[src/rtl/pipe_ctrl_pkg.sv]
// Shared types and constants for the pipeline hazard/forwarding controller.
// A slot describes one instruction in flight in the back-end (EX..WB).
package pipe_ctrl_pkg;

  // Slot numbering: slot 1 is EX, slot 2 is MEM, the last slot is WB.
  localparam int SLOT_EX  = 1;
  localparam int SLOT_MEM = 2;

  // Operand-mux select meaning "take the ID/EX register data".
  localparam int FWD_NONE = 0;

  // Slot fields are sized for the widest supported configuration:
  // register addresses up to 8 bits, slot indices up to 8 (NB <= 8).
  localparam int SLOT_AW = 8;
  localparam int SLOT_IW = 4;

  // One in-flight instruction. rs1/rs2 are stored as 0 when the operand
  // is not read, and wr is already cleared for rd == x0, so a plain
  // equality test against a nonzero source is a complete match rule.
  typedef struct packed {
    logic               valid;
    logic               wr;
    logic [SLOT_AW-1:0] rd;
    logic [SLOT_AW-1:0] rs1;
    logic [SLOT_AW-1:0] rs2;
    logic [SLOT_IW-1:0] rdy;   // slot index after which the result is forwardable
  } slot_t;

  // What the back-end does this cycle, in priority order.
  typedef enum logic [1:0] {
    ACT_ISSUE    = 2'd0,
    ACT_HAZARD   = 2'd1,
    ACT_REDIRECT = 2'd2,
    ACT_FREEZE   = 2'd3
  } act_e;

  // True when slot s holds a tracked writer of nonzero register rs.
  function automatic logic slot_writes(input slot_t s, input logic [SLOT_AW-1:0] rs);
    return s.valid && s.wr && (rs != '0) && (s.rd == rs);
  endfunction

endpackage

[src/rtl/pipe_slot_match.sv]
// Priority encoder over a contiguous range of back-end slots: finds the
// youngest (lowest-numbered) slot in LO..HI that writes register rs_i and
// reports its index and ready point.
module pipe_slot_match
  import pipe_ctrl_pkg::*;
#(
  parameter int NB = 3,
  parameter int LO = 1,
  parameter int HI = 2
) (
  input  logic [SLOT_AW-1:0] rs_i,
  input  slot_t [NB:1]       slots_i,
  output logic               hit_o,
  output logic [SLOT_IW-1:0] idx_o,
  output logic [SLOT_IW-1:0] rdy_o
);

  // Only valid/wr/rd/rdy matter here; the source fields ride along in the
  // same packed vector and are folded away.
  logic unused_fields;
  assign unused_fields = ^slots_i;

  // Scan oldest to youngest so the youngest match overwrites older ones.
  always_comb begin
    hit_o = 1'b0;
    idx_o = '0;
    rdy_o = '0;
    for (int k = HI; k >= LO; k--) begin
      if (slot_writes(slots_i[k], rs_i)) begin
        hit_o = 1'b1;
        idx_o = SLOT_IW'(k);
        rdy_o = slots_i[k].rdy;
      end
    end
  end

endmodule

[src/rtl/pipe_hazard_ctrl.sv]
// Hazard and forwarding controller for the in-order back-end (EX..WB).
// Keeps a shift register of in-flight instructions, stalls ID when a
// source is produced by a not-yet-forwardable writer, freezes on mem_wait,
// squashes ID on a redirect, and selects EX operand forwarding sources.
// Legal configurations: 3 <= NB <= 8, 1+LOAD_LAT <= NB-1, REG_AW <= 8.
module pipe_hazard_ctrl
  import pipe_ctrl_pkg::*;
#(
  parameter int REG_AW   = 5,
  parameter int NB       = 3,
  parameter int LOAD_LAT = 1
) (
  input  logic                    clk,
  input  logic                    reset,
  input  logic                    id_valid,
  input  logic [REG_AW-1:0]       id_rs1,
  input  logic                    id_rs1_used,
  input  logic [REG_AW-1:0]       id_rs2,
  input  logic                    id_rs2_used,
  input  logic [REG_AW-1:0]       id_rd,
  input  logic                    id_reg_write,
  input  logic                    id_is_load,
  input  logic                    ex_redirect,
  input  logic                    mem_wait,
  output logic                    stall_id,
  output logic                    bubble_ex,
  output logic                    flush_if_id,
  output logic                    freeze,
  output logic [$clog2(NB)-1:0]   fwd_sel_a,
  output logic [$clog2(NB)-1:0]   fwd_sel_b,
  output logic [$clog2(NB):0]     inflight_cnt
);

  localparam int SW = $clog2(NB);

  slot_t [NB:1] slot_q;
  slot_t [NB:1] slot_d;
  slot_t        id_slot;
  act_e         act;

  logic [SLOT_AW-1:0] id_rs1_x, id_rs2_x, id_rd_x;
  logic [SLOT_AW-1:0] ex_rs1, ex_rs2;

  logic               h1_hit, h2_hit, fa_hit, fb_hit;
  logic [SLOT_IW-1:0] h1_idx, h2_idx, fa_idx, fb_idx;
  logic [SLOT_IW-1:0] h1_rdy, h2_rdy;
  logic [SLOT_IW-1:0] fa_rdy_unused, fb_rdy_unused;
  logic [SLOT_IW-1:0] fa_idx_m1, fb_idx_m1;
  logic               hazard;
  logic [SW:0]        cnt_w;

  // Widen ID register addresses to the slot field width.
  assign id_rs1_x = SLOT_AW'(id_rs1);
  assign id_rs2_x = SLOT_AW'(id_rs2);
  assign id_rd_x  = SLOT_AW'(id_rd);

  // Slot image of the instruction currently in ID, built for issue.
  always_comb begin
    id_slot       = '0;
    id_slot.valid = 1'b1;
    id_slot.wr    = id_reg_write && (id_rd != '0);
    id_slot.rd    = id_rd_x;
    id_slot.rs1   = id_rs1_used ? id_rs1_x : '0;
    id_slot.rs2   = id_rs2_used ? id_rs2_x : '0;
    id_slot.rdy   = id_is_load ? SLOT_IW'(SLOT_EX + LOAD_LAT) : SLOT_IW'(SLOT_EX);
  end

  // Load-use hazard search: youngest writer among slots EX..NB-1. The WB
  // slot is excluded because the register file is write-first.
  pipe_slot_match #(.NB(NB), .LO(SLOT_EX), .HI(NB-1)) u_haz_rs1 (
    .rs_i    (id_slot.rs1),
    .slots_i (slot_q),
    .hit_o   (h1_hit),
    .idx_o   (h1_idx),
    .rdy_o   (h1_rdy)
  );

  pipe_slot_match #(.NB(NB), .LO(SLOT_EX), .HI(NB-1)) u_haz_rs2 (
    .rs_i    (id_slot.rs2),
    .slots_i (slot_q),
    .hit_o   (h2_hit),
    .idx_o   (h2_idx),
    .rdy_o   (h2_rdy)
  );

  // A match stalls only while the writer has not yet reached its ready slot.
  assign hazard = id_valid &&
                  ((h1_hit && (h1_idx < h1_rdy)) || (h2_hit && (h2_idx < h2_rdy)));

  // Forwarding for the instruction in EX: youngest writer in MEM..WB.
  // Sources come only from registered slot state, never from ID inputs.
  assign ex_rs1 = slot_q[SLOT_EX].valid ? slot_q[SLOT_EX].rs1 : '0;
  assign ex_rs2 = slot_q[SLOT_EX].valid ? slot_q[SLOT_EX].rs2 : '0;

  pipe_slot_match #(.NB(NB), .LO(SLOT_MEM), .HI(NB)) u_fwd_a (
    .rs_i    (ex_rs1),
    .slots_i (slot_q),
    .hit_o   (fa_hit),
    .idx_o   (fa_idx),
    .rdy_o   (fa_rdy_unused)
  );

  pipe_slot_match #(.NB(NB), .LO(SLOT_MEM), .HI(NB)) u_fwd_b (
    .rs_i    (ex_rs2),
    .slots_i (slot_q),
    .hit_o   (fb_hit),
    .idx_o   (fb_idx),
    .rdy_o   (fb_rdy_unused)
  );

  // Select j-1 means "pipeline register after slot j-1", i.e. the register
  // that currently holds slot j's result.
  assign fa_idx_m1 = fa_idx - SLOT_IW'(1);
  assign fb_idx_m1 = fb_idx - SLOT_IW'(1);
  assign fwd_sel_a = fa_hit ? fa_idx_m1[SW-1:0] : SW'(FWD_NONE);
  assign fwd_sel_b = fb_hit ? fb_idx_m1[SW-1:0] : SW'(FWD_NONE);

  // Resolve this cycle's action: mem_wait beats redirect beats hazard.
  always_comb begin
    act = ACT_ISSUE;
    if (mem_wait) begin
      act = ACT_FREEZE;
    end else if (ex_redirect) begin
      act = ACT_REDIRECT;
    end else if (hazard) begin
      act = ACT_HAZARD;
    end
  end

  // Control outputs are forced low while reset is asserted.
  assign freeze      = !reset && (act == ACT_FREEZE);
  assign stall_id    = !reset && ((act == ACT_FREEZE) || (act == ACT_HAZARD));
  assign bubble_ex   = !reset && ((act == ACT_REDIRECT) || (act == ACT_HAZARD));
  assign flush_if_id = !reset && (act == ACT_REDIRECT);

  // Slot shift register: hold on freeze, otherwise shift toward WB and load
  // EX with either the ID instruction or a bubble.
  always_comb begin
    slot_d = slot_q;
    if (act != ACT_FREEZE) begin
      for (int k = NB; k >= 2; k--) begin
        slot_d[k] = slot_q[k-1];
      end
      slot_d[SLOT_EX] = '0;
      if ((act == ACT_ISSUE) && id_valid) begin
        slot_d[SLOT_EX] = id_slot;
      end
    end
  end

  // Slot state register with asynchronous clear.
  always_ff @(posedge clk or posedge reset) begin
    if (reset) begin
      slot_q <= '0;
    end else begin
      slot_q <= slot_d;
    end
  end

  // Count tracked writers across all back-end slots.
  always_comb begin
    cnt_w = '0;
    for (int k = 1; k <= NB; k++) begin
      cnt_w = cnt_w + {{SW{1'b0}}, (slot_q[k].valid && slot_q[k].wr)};
    end
  end

  assign inflight_cnt = cnt_w;

endmodule

[config.mk]
export PLATFORM = sky130hd
export DESIGN_NAME = pipe_hazard_ctrl
export DESIGN_NICKNAME = d
export VERILOG_FILES = /design/src/rtl/pipe_ctrl_pkg.sv /design/src/rtl/pipe_slot_match.sv /design/src/rtl/pipe_hazard_ctrl.sv
export SDC_FILE = /design/constraint.sdc
export NUM_CORES = 1
export LEC_CHECK = 0
export CORE_MARGIN = 1.5
export CORE_UTILIZATION = 55
export CTS_CLUSTER_DIAMETER = 30
export CTS_CLUSTER_SIZE = 24
export DETAILED_ROUTE_END_ITERATION = 8
export PLACE_DENSITY_LB_ADDON = 0.12
export SLEW_MARGIN = 20
export SYNTH_ARGS = -nofsm -noshare
export SYNTH_HDL_FRONTEND = slang
export SYNTH_SLANG_ARGS = --single-unit
[constraint.sdc]
create_clock -name clk -period 7.77 [get_ports clk]
set_input_delay 1.554 -clock clk [delete_from_list [all_inputs] [get_ports clk]]
set_output_delay 1.554 -clock clk [all_outputs]
set_load 0.005 [all_outputs]
# Yosys cells after proc, flatten, opt, wreduce, memory -nomap -nowiden
# Cells that the tools add are included.
# totals
latchBits,0
inputBits,24
mem_count,0
ramBits,0
rom_bits,0
register_bits,54
out_inout_bits,11
# op_classes
div_mod_pow,0
multipliers,0
n_shift,0
n_reduce_logical,38
n_bitwise,0
magnitude_cmp,2
muxes,31
n_addsub,4
n_eq_ne,12
# op_table
cell,n
$eq A8 B5 Y1,4
$eq A8 B8 Y1,4
$reduce_bool A8 Y1,4
$mux W30,1
$logic_and A1 B1 Y1,28
$mux W2,13
$mux W4,4
$mux W8,2
$mux W5,2
$mux W1,9
$lt A4 B4 Y1,2
$reduce_bool A5 Y1,1
$eq A2 B2 Y1 const B,2
$sub A2 B1 Y2 const B,2
$add A2 B1 Y3,1
$logic_or A1 B1 Y1,3
$add A1 B1 Y2,1
$eq A2 B1 Y1 const B,1
$logic_not A2 Y1,1
$ne A2 B2 Y1 const B,1
$logic_not A1 Y1,1

# Longest topological paths before layout
# depth
depth_word,16
depth_mapped,18
ltp_nobuf,16

# By module
# A second synthesis with hierarchy kept.
# unflattened
hier_cells,382
area_unflattened_um2,4210.3
# by_module_without_submodules
module,cells_each,instances,area_each_um2
pipe_hazard_ctrl,198,1,2621.3
pipe_slot_match at u_fwd_a ...,46,2,399.1
pipe_slot_match at u_haz_rs1 ...,46,2,395.4

# Least setup slack after synthesis
# No wires, ideal clock.
# synth_path
kind,input port to output port
startpoint,input port id_rs2[2]
endpoint,output port freeze
path_buffers,3
arrival_ns,4.500
slack_ns,1.716
stages,16
required_ns,6.216
cell_sequence,buf_6 -> xor2_1 -> o22ai_1 -> a22oi_1 -> or4_4 -> nor2_1 -> a22oi_1 -> or2_1 -> ha_1 -> a211oi_2 -> a22oi_2 -> o21bai_1 -> ha_1 -> clkbuf_1 -> clkbuf_1 -> nor2b_1
# synth_between
elab_chain_cells,15
word_cells_on_any_way,23
classes_between,order compare (1); eq/ne (3); mux (10); reduce/logical (9)
# synth_rtl
element,line_no,text
"start, declared",pipe_hazard_ctrl.sv:18,"input logic [REG_AW-1:0] id_rs2,"
$mux W5 *,pipe_hazard_ctrl.sv:64,id_slot.rs2 = id_rs2_used ? id_rs2_x : '0;
$reduce_bool A8 Y1,pipe_ctrl_pkg.sv:39,return s.valid && s.wr && (rs != '0) && (s.rd == rs);
$logic_and A1 B1 Y1 (2 in series),pipe_ctrl_pkg.sv:39,
$mux W2 or $mux W4 (tied branches) (2 in series),pipe_slot_match.sv:29,"if (slot_writes(slots_i[k], rs_i)) begin"
$lt A4 B4 Y1,pipe_hazard_ctrl.sv:88,((h1_hit && (h1_idx < h1_rdy)) || (h2_hit && (h2_idx < h2_rdy)));
$logic_and A1 B1 Y1 *,pipe_hazard_ctrl.sv:88,
$logic_or A1 B1 Y1 *,pipe_hazard_ctrl.sv:88,
$logic_and A1 B1 Y1 *,pipe_hazard_ctrl.sv:87,assign hazard = id_valid &&
$mux W1 *,pipe_hazard_ctrl.sv:125,end else if (hazard) begin
$mux W2 *,pipe_hazard_ctrl.sv:123,end else if (ex_redirect) begin
$mux W2 *,pipe_hazard_ctrl.sv:121,if (mem_wait) begin
$eq A2 B2 Y1 *,pipe_hazard_ctrl.sv:131,assign freeze = !reset && (act == ACT_FREEZE);
$logic_and A1 B1 Y1 *,pipe_hazard_ctrl.sv:131,
"end, declared",pipe_hazard_ctrl.sv:28,"output logic freeze,"
# Every way passes the cells marked *; elsewhere a longest branch is shown, timed or not.

# Worst setup path in the final report
# layout_path
startpoint,input port id_rs2[3]
endpoint,output port bubble_ex
# layout_between
elab_chain_cells,16
word_cells_on_any_way,25
classes_between,order compare (1); eq/ne (4); mux (10); reduce/logical (10)
# layout_rtl
element,line_no,text
$mux W5 *,pipe_hazard_ctrl.sv:64,
$reduce_bool A8 Y1,pipe_ctrl_pkg.sv:39,
$logic_and A1 B1 Y1 (2 in series),pipe_ctrl_pkg.sv:39,
$mux W2 or $mux W4 (tied branches) (2 in series),pipe_slot_match.sv:29,
$lt A4 B4 Y1,pipe_hazard_ctrl.sv:88,
$logic_and A1 B1 Y1 *,pipe_hazard_ctrl.sv:88,
$logic_or A1 B1 Y1 *,pipe_hazard_ctrl.sv:88,
$logic_and A1 B1 Y1 *,pipe_hazard_ctrl.sv:87,
$mux W1 *,pipe_hazard_ctrl.sv:125,
$mux W2 *,pipe_hazard_ctrl.sv:123,
$mux W2 *,pipe_hazard_ctrl.sv:121,
$eq A2 B2 Y1 or $eq A2 B1 Y1 (tied branches),pipe_hazard_ctrl.sv:133,assign bubble_ex = !reset && ((act == ACT_REDIRECT) || (act == ACT_HAZARD));
$logic_or A1 B1 Y1 *,pipe_hazard_ctrl.sv:133,
$logic_and A1 B1 Y1 *,pipe_hazard_ctrl.sv:133,
"end, declared",pipe_hazard_ctrl.sv:26,"output logic bubble_ex,"
# Marks and branches as above.

==> metrics <==
largest net degree at the start of global routing 39; net switching power 109 µW; critical path type in -> out; non-filler cells, final 339; post-route ant nets 0; CTS resizes 0; number of detailed-route iterations in the first pass 4; clock sink count 35; Cell Area, Synth 2460 µm²; crit-path max FO 7; latest clock arrival within the worst-skew pair 0.30 ns; fmax 150 MHz; RSZ-0062 raised after global routing no; Die Y 69.9 µm; first-pass GRT wire length 9970 µm; Nets 315; routed vias 2,145; final setup TNS 0 ns; Required @ worst endpoint 6.22 ns; largest registers slot_q x35; clock root buffer clkbuf_8; most common cell after layout, fill and taps aside dfrtp_1; drt drc 0; met2 wire length 2810 µm; die footprint 4890 µm²; vias in the first global route 1,994; met3 routed WL 280 µm; Bufs on Longest Clock Path 2; DR top layer met4; fill count 392; Setup-failing EPs final 0; Period Utilization, post-route 0.859; critical path data arrival time 5.12 ns; fin crit period 6.67 ns; Biggest register slot_q; Initial Utilization 0.570; clock slew at reported path FFs 0.08 ns; core area 4320 µm²; PortBufs 33; Congestion Overflow GR 0; CTS tree built; register share of total power 0.503; Max-cap violations 0; WL per Instance 17.3 µm; WL final 5860 µm; startpoint types input pin; GP Congestion 0.960; outcome complete, no violations; Synth Instances 264; VDD IR max 137 µV; Via-to-Cell Ratio 6.33; Synth Register Bits 35; Synth cell types 52; M1 wire length 2630 µm; switching part of the total power 0.282; gr usage total 0.259; number of synthesized flops with an enable pin 0; H-tree levels 2; hold violation count in the final report 0; Post-Syn Area per Cell 9.33 µm²; Placed Instances 331; Least-Margin Pin Slew 0.665 ns; initial drt markers 176; initial antenna violation count 0; clock group share of total power 0.349; post-CTS setup buffer count 0; layout cells sized above 1 0.111; Comb power frac 0.148; Post-Synthesis Net Count 293; die width 69.9 µm; skew final 0.00554 ns; Hold WC Path Type reg -> reg; Setup crit end kind primary output; fin. max-slew vios 0; area grow syn2layout 16.2%; CTS Buf Count 5; max FFs per register 35; Int Pwr 278 µW; diode count 0; Placement Rows 24; Ports 35; Seq/Total Area, Yosys 0.356; Slew headroom 0.557; most frequent cells in the layout dfrtp_1, clkdlybuf4s50_1, nand2_1; Pwr Density 135 nW/µm²; FFs w/ async S/R, synth 1.00; Main synth FF type dfrtp_1; synth warn 0; Pleak 1.17 nW; dpl hpwl 4260 µm; CTS Hold Buffers Added 0
worst max-delay path, cell delays in order:
cell	delay, ns
clkdlybuf4s50_1	0.59
o21ai_0	0.38
a22oi_1	0.14
or4_4	0.53
nor2_1	0.11
a22oi_1	0.07
or2_1	0.22
ha_1	0.27
nand2_1	0.05
a22oi_2	0.21
o21bai_1	0.11
ha_1	0.27
nor2b_1	0.12
clkdlybuf4s50_1	0.51
power groups by stage:
stage / clock network, mW / logic [mW] / registers, mW
final: 0.135 / 0.0573 / 0.195
after global routing: 0.143 / 0.0629 / 0.195
after CTS: 0.136 / 0.0574 / 0.194
after detailed placement: 0 / 0.0571 / 0.198
after global placement: 0 / 0.0563 / 0.198
after floorplan: 0 / 0.0368 / 0.193
path summary, 6_finish.rpt:
| check | startpoint | endpoint | slack [ns] | cells after the start |
|---|---|---|---|---|
| worst max-delay path | id_rs2[3] | bubble_ex | 1.10 | 14 |
| worst min-delay path | slot_q[0] | slot_q[0] | 0.50 | 2 |
| worst max register to register | slot_q[52] | slot_q[5] | 3.56 | 16 |
| worst min register to register | slot_q[0] | slot_q[0] | 0.50 | 2 |
| max in group asynchronous | reset | slot_q[52] | 5.62 | 3 |
| min in group asynchronous | reset | slot_q[31] | 1.81 | 3 |
cell usage after synthesis, drive strengths merged (6+ instances only):
| cell | count | area share |
|---|---|---|
| a22o | 9 | 0.032 |
| inv | 8 | 0.012 |
| buf | 9 | 0.025 |
| mux2 | 14 | 0.064 |
| a22oi | 8 | 0.026 |
| nor4bb | 6 | 0.024 |
| o21ai | 18 | 0.037 |
| nor2 | 13 | 0.020 |
| dfrtp | 35 | 0.36 |
| nand3 | 7 | 0.014 |
| a32o | 10 | 0.041 |
| nand2 | 28 | 0.043 |
| clkbuf | 12 | 0.018 |
| xnor2 | 16 | 0.057 |
area by class of cell:
type	count	area [µm²]	share of cell area
Multi-Input combinational cell	200	1450	0.507
Sequential cell	35	876	0.306
Timing Repair Buffer	36	353	0.123
Clock buffer	5	68.8	0.0240
Tap cell	52	65.1	0.0227
Inverter	8	30.0	0.0105
Clock inverter	3	20.0	0.00699
metal layers:
layer  vias to the layer above  track usage
met5                         -            0
met4                         0       0.0855
met3                        13       0.0433
met2                        62        0.421
met1                      1042        0.352
li1                       1028            -
cells by family after synthesis:
logic type,synth area share
and+or+nand+nor,0.184
AOI/OAI and AO/OA,0.236
other,0.00152
muxes,0.0640
DFF,0.356
adders and majority gates,0.0284
buffers and inverters,0.0559
xor gates and xnor gates,0.0747
through the flow:
stage               hold WS (ns)  setup WS, ns  cell area, µm²  power, mW  utilization
global placement           0.465          1.22            2770      0.254        0.641
CTS                        0.496          1.12            2860      0.388        0.662
global route               0.507         0.884            2860      0.402        0.662
floorplan                  0.449          1.72            2460      0.230            -
detailed placement         0.479          1.12            2770      0.255        0.641
finish                     0.501          1.10            2860      0.387        0.662
Note: power is estimated with default switching activity, not from simulation.
